**src/rtl/pipe_hazard_ctrl_pkg.sv**
```systemverilog
// Shared definitions for the pipeline hazard controller.
// Holds the control FSM state encoding and the default parameter values
// (pipeline depth, stall source count, per-source stall depths, watchdog width).
package pipe_hazard_ctrl_pkg;

  typedef enum logic [1:0] {
    CTRL_RUN   = 2'd0,
    CTRL_FENCE = 2'd1,
    CTRL_WFI   = 2'd2
  } ctrlState_t;

  localparam int DEF_STAGES  = 5;
  localparam int DEF_NREQ    = 4;
  localparam int DEF_DEPTH_W = 3;
  localparam int DEF_WDOG_W  = 8;

  // Source 0 stalls IF only; sources 1/2 stall IF+ID; source 3 stalls IF..EX.
  localparam logic [DEF_NREQ*DEF_DEPTH_W-1:0] DEF_REQ_DEPTH = {3'd3, 3'd2, 3'd2, 3'd1};

endpackage

```
**src/rtl/pipe_stall_depth_enc.sv**
```systemverilog
// Max-depth encoder plus thermometer for the pipeline stall requests.
// Ports:
//   stallReq  in   NREQ        per-source stall requests
//   depth     out  DEPTH_W     deepest stage count among asserted sources (0 if none)
//   stallMask out  STAGES      thermometer (1<<depth)-1, saturating at all stages
//   flushMask out  STAGES-1    one-hot bubble at boundary depth-1 (none for depth 0 or >= STAGES)
module pipe_stall_depth_enc
  import pipe_hazard_ctrl_pkg::*;
#(
  parameter int                          NREQ      = DEF_NREQ,
  parameter int                          DEPTH_W   = DEF_DEPTH_W,
  parameter int                          STAGES    = DEF_STAGES,
  parameter logic [NREQ*DEPTH_W-1:0]     REQ_DEPTH = DEF_REQ_DEPTH
) (
  input  logic [NREQ-1:0]    stallReq,
  output logic [DEPTH_W-1:0] depth,
  output logic [STAGES-1:0]  stallMask,
  output logic [STAGES-2:0]  flushMask
);

  always_comb begin
    depth = '0;
    for (int i = 0; i < NREQ; i++) begin
      if (stallReq[i] && (REQ_DEPTH[i*DEPTH_W +: DEPTH_W] > depth)) begin
        depth = REQ_DEPTH[i*DEPTH_W +: DEPTH_W];
      end
    end
  end

  // Stages below the frozen depth hold; the bubble goes into the first
  // stage that keeps moving, i.e. boundary depth-1.
  always_comb begin
    stallMask = '0;
    flushMask = '0;
    for (int s = 0; s < STAGES; s++) begin
      stallMask[s] = (int'(depth) > s);
    end
    for (int b = 0; b < STAGES - 1; b++) begin
      flushMask[b] = (int'(depth) == b + 1);
    end
  end

endmodule

```
**src/rtl/pipe_hazard_ctrl.sv**
```systemverilog
// Pipeline hazard / stall controller.
// Combines per-source stall requests, redirects, 16-bit realign, WFI and
// fence sequencing into per-stage hold and per-boundary bubble controls.
// Ports:
//   Clk, Rst_n          clock, asynchronous active-low reset
//   Stall_Req[NREQ]     per-source stall requests
//   Redirect_Req        branch/exception redirect (bubbles IF/ID and ID/EX, forces RUN)
//   Half_Flag           16-bit realign (bubbles IF/ID)
//   Wfi_Req, Wfi_Clr    WFI decoded / wake event
//   Fence_Req           fence decoded
//   LdSt_Busy[STAGES]   per-stage load/store present
//   Ctrl_Stall[STAGES]  per-stage hold, bit0 = IF (combinational)
//   Flush[STAGES-1]     per-boundary bubble, bit0 = IF/ID (combinational)
//   Ctrl_State[2]       registered FSM state
//   Ctrl_StallTimeout   registered watchdog flag
// Optional feature: define PIPE_CTRL_WATCHDOG_EN to build the stall watchdog;
// otherwise Ctrl_StallTimeout is tied low.
//
// state | meaning
// RUN   | normal flow, stalls follow the deepest stall request
// FENCE | IF/ID held until no load/store remains past IF
// WFI   | whole pipe held until wake or redirect
// (encoding 3 is unused and falls back to RUN)
module pipe_hazard_ctrl
  import pipe_hazard_ctrl_pkg::*;
#(
  parameter int                       STAGES    = DEF_STAGES,
  parameter int                       NREQ      = DEF_NREQ,
  parameter int                       DEPTH_W   = DEF_DEPTH_W,
  parameter logic [NREQ*DEPTH_W-1:0]  REQ_DEPTH = DEF_REQ_DEPTH,
  parameter int                       WDOG_W    = DEF_WDOG_W
) (
  input  logic              Clk,
  input  logic              Rst_n,
  input  logic [NREQ-1:0]   Stall_Req,
  input  logic              Redirect_Req,
  input  logic              Half_Flag,
  input  logic              Wfi_Req,
  input  logic              Wfi_Clr,
  input  logic              Fence_Req,
  input  logic [STAGES-1:0] LdSt_Busy,
  output logic [STAGES-1:0] Ctrl_Stall,
  output logic [STAGES-2:0] Flush,
  output logic [1:0]        Ctrl_State,
  output logic              Ctrl_StallTimeout
);

  localparam logic [STAGES-1:0] FENCE_STALL    = STAGES'(2'b11);
  localparam logic [STAGES-2:0] FENCE_FLUSH    = (STAGES-1)'(2'b10);
  localparam logic [STAGES-2:0] REDIRECT_FLUSH = (STAGES-1)'(2'b11);

  ctrlState_t         state;
  ctrlState_t         nextState;
  logic [DEPTH_W-1:0] runDepth;
  logic [STAGES-1:0]  runStall;
  logic [STAGES-2:0]  runFlush;
  logic [STAGES-1:0]  stallMask;
  logic [STAGES-2:0]  flushMask;
  logic               busyDown;

  pipe_stall_depth_enc #(
    .NREQ      (NREQ),
    .DEPTH_W   (DEPTH_W),
    .STAGES    (STAGES),
    .REQ_DEPTH (REQ_DEPTH)
  ) uDepthEnc (
    .stallReq  (Stall_Req),
    .depth     (runDepth),
    .stallMask (runStall),
    .flushMask (runFlush)
  );

  // Only loads/stores already past IF matter for fence completion.
  assign busyDown = |LdSt_Busy[STAGES-1:1];

  always_ff @(posedge Clk or negedge Rst_n) begin
    if (!Rst_n) begin
      state <= CTRL_RUN;
    end else begin
      state <= nextState;
    end
  end

  always_comb begin
    nextState = state;
    stallMask = '0;
    flushMask = '0;
    case (state)
      CTRL_RUN: begin
        stallMask = runStall;
        flushMask = runFlush;
        // A redirect cancels the WFI/fence that decoded alongside it.
        if (Redirect_Req) begin
          nextState = CTRL_RUN;
        end else if (Wfi_Req && !Wfi_Clr) begin
          stallMask = '1;
          flushMask = '0;
          nextState = CTRL_WFI;
        end else if (Fence_Req && busyDown) begin
          stallMask = runStall | FENCE_STALL;
          flushMask = runFlush | FENCE_FLUSH;
          nextState = CTRL_FENCE;
        end
      end
      CTRL_FENCE: begin
        stallMask = runStall;
        flushMask = runFlush;
        if (busyDown) begin
          stallMask = runStall | FENCE_STALL;
          flushMask = runFlush | FENCE_FLUSH;
        end else begin
          nextState = CTRL_RUN;
        end
      end
      CTRL_WFI: begin
        stallMask = '1;
        if (Wfi_Clr || Redirect_Req) begin
          nextState = CTRL_RUN;
        end
      end
      default: begin
        nextState = CTRL_RUN;
      end
    endcase
    if (Redirect_Req) begin
      flushMask = flushMask | REDIRECT_FLUSH;
      nextState = CTRL_RUN;
    end
    if (Half_Flag) begin
      flushMask[0] = 1'b1;
    end
  end

  assign Ctrl_Stall = stallMask;
  assign Flush      = flushMask;
  assign Ctrl_State = state;

`ifdef PIPE_CTRL_WATCHDOG_EN
  logic [WDOG_W-1:0] wdogCnt;
  logic              wdogTimeout;
  logic              wdogHit;

  // WFI is an intentional hold, so it never counts toward the timeout.
  assign wdogHit = stallMask[0] && (state != CTRL_WFI);

  always_ff @(posedge Clk or negedge Rst_n) begin
    if (!Rst_n) begin
      wdogCnt     <= '0;
      wdogTimeout <= 1'b0;
    end else begin
      if (!wdogHit) begin
        wdogCnt <= '0;
      end else if (wdogCnt != '1) begin
        wdogCnt <= wdogCnt + 1'b1;
      end
      // Drops the cycle after the stall releases.
      wdogTimeout <= wdogHit && (wdogCnt == '1);
    end
  end

  assign Ctrl_StallTimeout = wdogTimeout;
`else
  assign Ctrl_StallTimeout = 1'b0;
`endif

endmodule

```
**config.mk**
```make
export PLATFORM = sky130hd
export DESIGN_NAME = pipe_hazard_ctrl
export DESIGN_NICKNAME = d
export VERILOG_FILES = /design/src/rtl/pipe_hazard_ctrl_pkg.sv /design/src/rtl/pipe_stall_depth_enc.sv /design/src/rtl/pipe_hazard_ctrl.sv
export SDC_FILE = /design/constraint.sdc
export NUM_CORES = 1
export LEC_CHECK = 0
export BUFFER_PORTS_ARGS = -buffer_cell sky130_fd_sc_hd__buf_4
export CAP_MARGIN = 20
export CORE_AREA = 5 5 42 44
export CTS_BUF_LIST = sky130_fd_sc_hd__clkbuf_8
export CTS_CLUSTER_DIAMETER = 80
export DETAILED_ROUTE_END_ITERATION = 16
export DIE_AREA = 0 0 47 49
export HOLD_SLACK_MARGIN = 0.1
export PLACE_DENSITY_LB_ADDON = 0.25
export SYNTH_ARGS = -nofsm -noshare
export SYNTH_HDL_FRONTEND = slang
export SYNTH_SLANG_ARGS = --single-unit
```
**constraint.sdc**
```tcl
create_clock -name Clk -period 2.1 [get_ports Clk]
set_input_delay 0.21 -clock Clk [delete_from_list [all_inputs] [get_ports Clk]]
set_output_delay 0.21 -clock Clk [all_outputs]
set_load 0.05 [all_outputs]
```
## Yosys cells after proc, flatten, opt, wreduce, memory -nomap -nowiden

Index checks and enable logic that the tools add are counted.

- $lt $le $gt $ge: 8
- Equal/unequal tests: 9
- Multiplexer cells: 22
- Reduce and logical (&&, ||, !) cells: 10

Operators with widths:

| cell | number |
|---|---|
| 2-bit 2-to-1 mux | 10 |
| 5-bit one-hot mux with 3 select lines | 1 |
| 5-bit 2-to-1 mux | 2 |
| 3-bit equality test (second input constant) | 3 |
| 2-bit by 3-bit > comparator with 1-bit output (first input constant) | 3 |
| 3-bit 2-to-1 mux | 3 |
| 4-bit 2-to-1 mux | 2 |
| 4-bit one-hot mux with 2 select lines | 1 |
| 3-bit by 1-bit > comparator with 1-bit output (second input constant) | 2 |
| 3-bit by 2-bit > comparator with 1-bit output (second input constant) | 2 |
| 3-bit inequality test (second input constant) | 2 |
| 2-bit one-hot mux with 3 select lines | 1 |
| 1-bit logical AND | 5 |
| 4-bit inequality test (second input constant) | 1 |
| 4-bit OR reduction | 1 |
| 3-bit by 2-bit equality test with 1-bit output (second input constant) | 1 |
| 3-bit > comparator (second input constant) | 1 |
| 3-bit AND reduction | 1 |
| 2-bit by 1-bit equality test with 1-bit output (second input constant) | 1 |
| 2-bit equality test (second input constant) | 1 |
| 2-bit logical NOT | 1 |
| 1-bit 2-to-1 mux | 2 |
| 1-bit logical NOT | 1 |
| 1-bit logical OR | 1 |

- Register bits: 2
- Bits of input ports: 16
- Output and inout bits: 12
- Word-level logic and storage cells: 50

## Longest topological paths before layout

Gate-level depths: netlist (run 1).

- Word-level depth: 17
- Mapped depth: 4
- Depth with buffers taken out: 3

## By module

A second synthesis (run 1) with hierarchy kept.

- Cells, all modules: 56
- Area total of the unflattened synthesis: 385.4 µm²

Modules (own cells, without submodules):

| module | times used | cells an instance | area an instance (µm²) | sequential area each (µm²) |
|---|---|---|---|---|
| pipe_hazard_ctrl | 1 | 41 | 285.3 | 50.0 |
| pipe_stall_depth_enc | 1 | 15 | 100.1 | 0.0 |

## Worst setup path after synthesis (run 1)

OpenSTA, ideal clock, no wires.

- Path kind: register to output
- Start point: reg state[1] (netlist: Ctrl_State[1])
- End point: out Ctrl_Stall[2]
- Data arrival time: 1.917 ns
- Data required time: 1.890 ns
- Setup slack: -0.027 ns
- Stages on the path, launching flop included: 3
- Buffers on the path: 0
- Path through: dfrtp_1 a21oi_1 o21ai_0

- Cells in the longest elaborated chain, start to end: 2
- Elaborated cells on any way between the ends: 4
- Those cells by class: eq/ne (2); mux (1); reduce/logical (1)

RTL lines:

| item | RTL line | RTL |
|---|---|---|
| from (decl) | pipe_hazard_ctrl.sv:52 | `ctrlState_t state;` |
| from (signal assigned) | pipe_hazard_ctrl.sv:80 | `state <= nextState;` |
| 2-bit equality test, or another cell as far along | pipe_hazard_ctrl.sv:88 | `case (state)` |
| 5-bit one-hot mux with 3 select lines * | pipe_hazard_ctrl.sv:88 |  |
| to (decl) | pipe_hazard_ctrl.sv:42 | `output logic [STAGES-1:0] Ctrl_Stall,` |

Every way passes the cells marked *; elsewhere a longest branch is shown, timed or not.

## Worst setup path in the final report (run 1)

- Start point: reg state[0] (netlist: Ctrl_State[0])
- End point: out Flush[0]

- Cells in the longest elaborated chain, start to end: 4
- Elaborated cells on any way between the ends: 5
- Those cells by class: eq/ne (1); mux (3); reduce/logical (1)

RTL lines:

| item | RTL line | RTL |
|---|---|---|
| 2-bit by 1-bit equality test with 1-bit output / 2-bit logical NOT (equally long branches) | pipe_hazard_ctrl.sv:88 |  |
| 4-bit one-hot mux with 2 select lines * | pipe_hazard_ctrl.sv:88 |  |
| 2-bit 2-to-1 mux * | pipe_hazard_ctrl.sv:125 | `if (Redirect_Req) begin` |
| 1-bit 2-to-1 mux * | pipe_hazard_ctrl.sv:129 | `if (Half_Flag) begin` |
| to (decl) | pipe_hazard_ctrl.sv:43 | `output logic [STAGES-2:0] Flush,` |

Marks and branches as above.

==> impl_results.md, run 1 <==
* Drt wl/cell at between 10 and 15 µm
* Num rows at 14
* Synth Warn # at 0
* Area growth syn-to-layout at 80.17%
* DR pass1 iterations at 2
* Initial Util at 0.2071
* Synthesized area per cell at just under 8 µm²
* Hold crit path type: in -> reg
* Critical Path Fanout Max at 7
* Total negative slack at 0 ns
* Placement Setup Slack at around 0.56 ns
* Crit-path cells: inv_1 -> a21oi_1 -> a311o_2 -> buf_4
* Tcrit/Tclk final at 0.8384
* Vias/cell at 4.633
* GRT overflow at 0
* Netlist Area Pre-Place at around 290 µm²
* HPWL after DPL at around 750 µm
* Kind of critical path: reg -> out
* Crit end category: primary output
* Number of synthesized flops with an enable pin at 0
* Antenna viol nets, final at 0
* Cts bufs inserted at 3
* Share of the synthesized area in the top cell type at 0.1724
* Sequential area share after synthesis at 0.1724
* Synth unique cells at 21
* # DRC at 0
* Lkg Pwr at roughly 0.00024 µW
* Setup violations, final at 0
* H-tree levels at 1
* Unrepaired setup endpoints after global routing: no
* Post-synth top cells: 4 x a21oi_1, 4 x inv_1, 4 x nor2_1, 3 x buf_4, 3 x nor4_1
* Clk_lat worst skew at between 0.2 and 0.25 ns
* Io pins at 28
* Filler cell count in the final layout at approximately 150
* Max clock buf depth at 2
* Clk pin slew, worst setup/hold paths at 0.03 ns
* Die ar. at approximately 2300 µm²
* WP data arrival at between 1.5 and 2 ns
* Die height at 49 µm
* Synth Flop Type: dfrtp_1
* Area of the core at between 1000 and 1500 µm²
* Total Wirelength at ~920 µm
* Layout cells sized above 1 at 0.5238
* Routability congestion estimate at between 0.7 and 0.8
* Overall global routing resource usage at 0.08790
* Maximum vdd drop at 0.0003111 V
* Nets at ~80
* Status: finished, final reports clean
* Root buf cell: clkbuf_8
* Drt initial violations at 3
* Required @ worst endpoint at about 1.9 ns
* Ys async rst share at 1.000
* Placed Area at approximately 470 µm²
* Final hold vios at 0
* Final min period at 1.761 ns
* Synth area leader: dfrtp_1
* CTS tree: done
* MaxCap Viol Count at 0
* Max Slew Vio Count at 0
* Fmax achieved at 568.0 MHz
* Number of global-route vias before repair at about 370
* Critical path's slowest cell: dfrtp_1
* Crit path max-delay family: compound AO/OA/AOI/OAI gates
* Initial antenna violation count at 0
* Count of input and output buffers at 24
* Largest net degree at the start of global routing at 9
* First-pass GRT wire length at 1.531 mm
* Crit path launch type: register
* Post-Synthesis Cells at 37
* Die X at ~47 µm
* Slowest stage delay, CP at 0.44 ns
* Yosys reg bits at 2
* Worst path bufs/invs at 2
* Pwr Density at between 600 and 700 nW/µm²
* N_diodes at 0
* Synth top area cells: dfrtp_1 17%, a2bb2oi_2 10%, buf_4 7.8%, nor4_4 7.3%, a21oi_1 6.9%
* Final WS setup at roughly 0.34 ns
* # clock sinks at 2
* Area of the multi-input gates at between 200 and 250 µm²
* Clock Skew at between 0.002 and 0.003 ns
* Max FFs per register at 2
* Vias at 366
* Register area at about 50 µm²
* Post-route cell area at ~520 µm²
path summary, 6_finish.rpt:
check	startpoint	endpoint	cells past startpoint	slack [ns]
max	Ctrl_State[0]$_DFFE_PN0P_	Flush[0]	4	0.34
min in group asynchronous	Rst_n	Ctrl_State[0]$_DFFE_PN0P_	2	0.33
max reg2reg	Ctrl_State[0]$_DFFE_PN0P_	Ctrl_State[0]$_DFFE_PN0P_	3	1.05
min	Wfi_Clr	Ctrl_State[1]$_DFFE_PN0P_	2	0.18
max in group asynchronous	Rst_n	Ctrl_State[1]$_DFFE_PN0P_	2	1.68
min reg2reg	Ctrl_State[0]$_DFFE_PN0P_	Ctrl_State[1]$_DFFE_PN0P_	1	0.59
placed cells by master, fill, tap and decap left out, drive strengths merged:
master        n
a21oi         4
nor4b         1
a311o         1
nor2          4
dlygate4sd3   1
buf          24
and2b         1
or3b          1
dfrtp         2
o311a         1
a31oi         1
clkbuf        3
o21ai         2
and2          1
nor4          4
a21o          1
nor3          1
o22ai         1
conb          2
inv           4
nand2         1
a2bb2oi       2
metrics by stage:
| step | utilization | total power [µW] | hold slack [ns] | std cells |
|---|---|---|---|---|
| floorplan | - | 140.2 | -0.08559 | 38 |
| CTS | 0.3732 | 342.0 | 0.1771 | 79 |
| finish | 0.3732 | 337.7 | 0.1781 | 79 |
| global placement | 0.3366 | 189.0 | -0.007226 | 75 |
| global route | 0.3732 | 355.4 | 0.1836 | 79 |
| detailed placement | 0.3366 | 189.3 | -0.006033 | 75 |
final cells by class:
cell class / count / share of cell area
Inverter: 4 / 0.02871
Sequential cell: 2 / 0.09569
Timing Repair Buffer: 25 / 0.3636
Tap cell: 16 / 0.03828
Clock buffer: 3 / 0.07895
Multi-Input combinational cell: 29 / 0.3947
cells by family (layout without fill, tap and decap cells):
| group | Yosys count | in the layout | share of synthesized area |
|---|---|---|---|
| buffers and inverters | 7 | 32 | 0.1293 |
| flip-flops | 2 | 2 | 0.1724 |
| AO/OA/AOI/OAI | 13 | 13 | 0.3578 |
| other | 1 | 2 | 0.01292 |
| AND/OR/NAND/NOR | 14 | 14 | 0.3276 |
layer usage:
metal  track usage  part of all wire
met1        0.1160              0.41
met2        0.1244              0.49
met3       0.01845             0.098
met4       0.05530                 0
met5             0                 0
report_power, final:
group / internal (µW) / switching [µW] / total, µW
clock network: 121 / 27.1 / 148
logic: 53.7 / 89.6 / 143
registers: 41.3 / 5.08 / 46.4
timing repair:
| item | 4_1_cts | 5_1_grt |
|---|---|---|
| resized for setup | 0 | 0 |
| hold buffers | 1 | 0 |
| buffers inserted | 0 | 0 |
| endpoints found under the hold margin | 2 | 0 |
No activity file was read; power rests on OpenSTA's default activity.
==> run 2, diff against run 1 <==
Clock period 2.1 ns to 1.42 ns, I/O delays scaled along.
==> run 2 against run 1 <==
  * The run now ends with setup timing left
  * Cell count increased by 6.3%
  * Final area rose by 22%
  * Critical path depth unchanged
  * Sequential power up 49%
  * Clock power rose by 47%
  * Worst hold slack worse by 0.076 ns
  * Sequential share of layout area is 1.3 points lower
  * Count of clock-buffer cells in the layout did not move
  * Core utilization rose by 8.1 points
  * First-iteration DRC count decreased by 100%
  * Largest power group is now combinational cells
==> impl_results.md, run 2 (same netlist as run 1, synthesis figures left out) <==
* Initial antenna violation count at 0
* Most common cell after layout, fill and taps aside: buf_4
* Area of the core at 1401 µm²
* Clk pin slew, worst setup/hold paths at 0.03 ns
* Critical Path Sink: Flush[0]
* CTS tree: done
* Max Slew Vio Count at 0
* Die X at approximately 47 µm
* # DRC at 0
* Required @ worst endpoint at between 1 and 1.5 ns
* Initial Util at 0.2071
* Non-Filler Instances at between 80 and 90
* Drt initial violations at 0
* Tcrit/Tclk final at 1.013
* Cts bufs inserted at 3
* Largest net degree at the start of global routing at 9
* Final WS setup at -0.01916 ns
* Num rows at 14
* DR pass1 iterations at 1
* Status: finished with violations
* Routability congestion estimate at a little under 0.7
* Count of input and output buffers at 24
* Root buf cell: clkbuf_8
* Unrepaired setup endpoints after global routing: yes
* Die ar. at 2303 µm²
* Maximum vdd drop at around 0.00044 V
* Crit path launch type: register
* Final hold vios at 0
* Setup violations, final at 1
* Critical R2R Capture: Ctrl_State[0]$_DFFE_PN0P_
* Number of global-route vias before repair at about 400
* Layout cells sized above 1 at 0.7059
* MaxCap Viol Count at 0
* Internal reg-to-reg setup slack at 0.42 ns
* Clk_lat worst skew at 0.21 ns
* Clock Skew at 0.0005215 ns
* Overall global routing resource usage at 0.09705
* Max FFs per register at 2
* Failing checks: setup timing
* Vias/cell at between 4 and 5
* Total Wirelength at around 1.1 mm
* Drt wl/cell at 12.51 µm
* Hold path cells at 2
* R2R cell count at 4
* Io pins at 28
* N_diodes at 0
* H-tree levels at 1
* Pwr Density at around 860 nW/µm²
* Most frequent cells in the layout: 26 x buf_4, 3 x a21oi_1, 3 x nor2_1, 3 x clkbuf_8, 3 x buf_6
* Placed cells at just under 80
* Filler cell count in the final layout at 148
* Placement Setup Slack at between 0.06 and 0.07 ns
* Final min period at ~1.4 ns
* Max clock buf depth at 2
* Worst Setup SP: Ctrl_State[0]$_DFFE_PN0P_
* Crit end category: primary output
* HPWL after DPL at 780.6 µm
* WP data arrival at 1.30 ns
* Hold crit path type: in -> reg
* Fmax achieved at a little under 700 MHz
* Antenna viol nets, final at 0
* Kind of critical path: reg -> out
* First-pass GRT wire length at 1.662 mm
* # clock sinks at 2
* Worst Hold Launch: Wfi_Clr
* GRT overflow at 0
* Register area at between 50 and 60 µm²
* Lkg Pwr at approximately 0.00028 µW
* Area growth syn-to-layout at 119.4%
* Worst r2r src: Ctrl_State[0]$_DFFE_PN0P_
* Area of the multi-input gates at 269.0 µm²
* Critical Path Fanout Max at 4
* Vias at slightly below 400
* Nets at 86
* Die height at 49 µm
[run 2: repair_timing]
action | CTS | global route
gates cloned | 0 | 0
pin swaps | 1 | 0
setup buffers | 3 | 0
setup endpoints to repair | 4 | 6
hold endpoints to repair | 2 | 0
resized for setup | 4 | 4
hold buffers | 1 | 0
[run 2: critical path, cell delays in order (launching register included)]
cell	delay, ns
dfrtp_2	0.43
inv_2	0.08
a21oi_1	0.08
a311o_2	0.34
buf_6	0.16
[run 2: layer usage]
layer	track usage	vias to the layer above	part of all wire
li1	-	198	-
met3	0.01107	0	0.067
met4	0.05530	0	0
met1	0.1116	182	0.35
met5	0	-	0
met2	0.1629	10	0.58
[run 2: layout make-up]
cell class / instances / area share
Sequential cell: 2 / 0.08251
Timing Repair Buffer: 30 / 0.3752
Multi-Input combinational cell: 29 / 0.4224
Tap cell: 16 / 0.03143
Clock buffer: 3 / 0.06483
Inverter: 4 / 0.02358
[run 2: worst min-delay path by stage]
stage	to
after floorplan	Ctrl_State[0]$_DFFE_PN0P_
after global placement	Ctrl_State[1]$_DFFE_PN0P_
after detailed placement	Ctrl_State[1]$_DFFE_PN0P_
after CTS	Ctrl_State[1]$_DFFE_PN0P_
after global routing	Ctrl_State[1]$_DFFE_PN0P_
final	Ctrl_State[1]$_DFFE_PN0P_
[run 2: report_power, final]
part	switching, µW	total (µW)	internal (µW)
Combinational	152	261	108
Clock	38.6	217	179
Sequential	7.20	69.1	61.9
Total	198	547	349
[run 2: per-stage QoR]
step                  util   TNS, ns  power (µW)  hold WS (ns)  cell area (µm²)
floorplan                -         0       227.8       -0.1536            336.6
global placement    0.3777         0       305.1      -0.07434            529.3
detailed placement  0.3777         0       306.5      -0.07450            529.3
CTS                 0.4420         0       545.4        0.1004            619.3
global route        0.4545   -0.1445       574.7        0.1100            636.9
finish              0.4545  -0.01916       547.1        0.1023            636.9
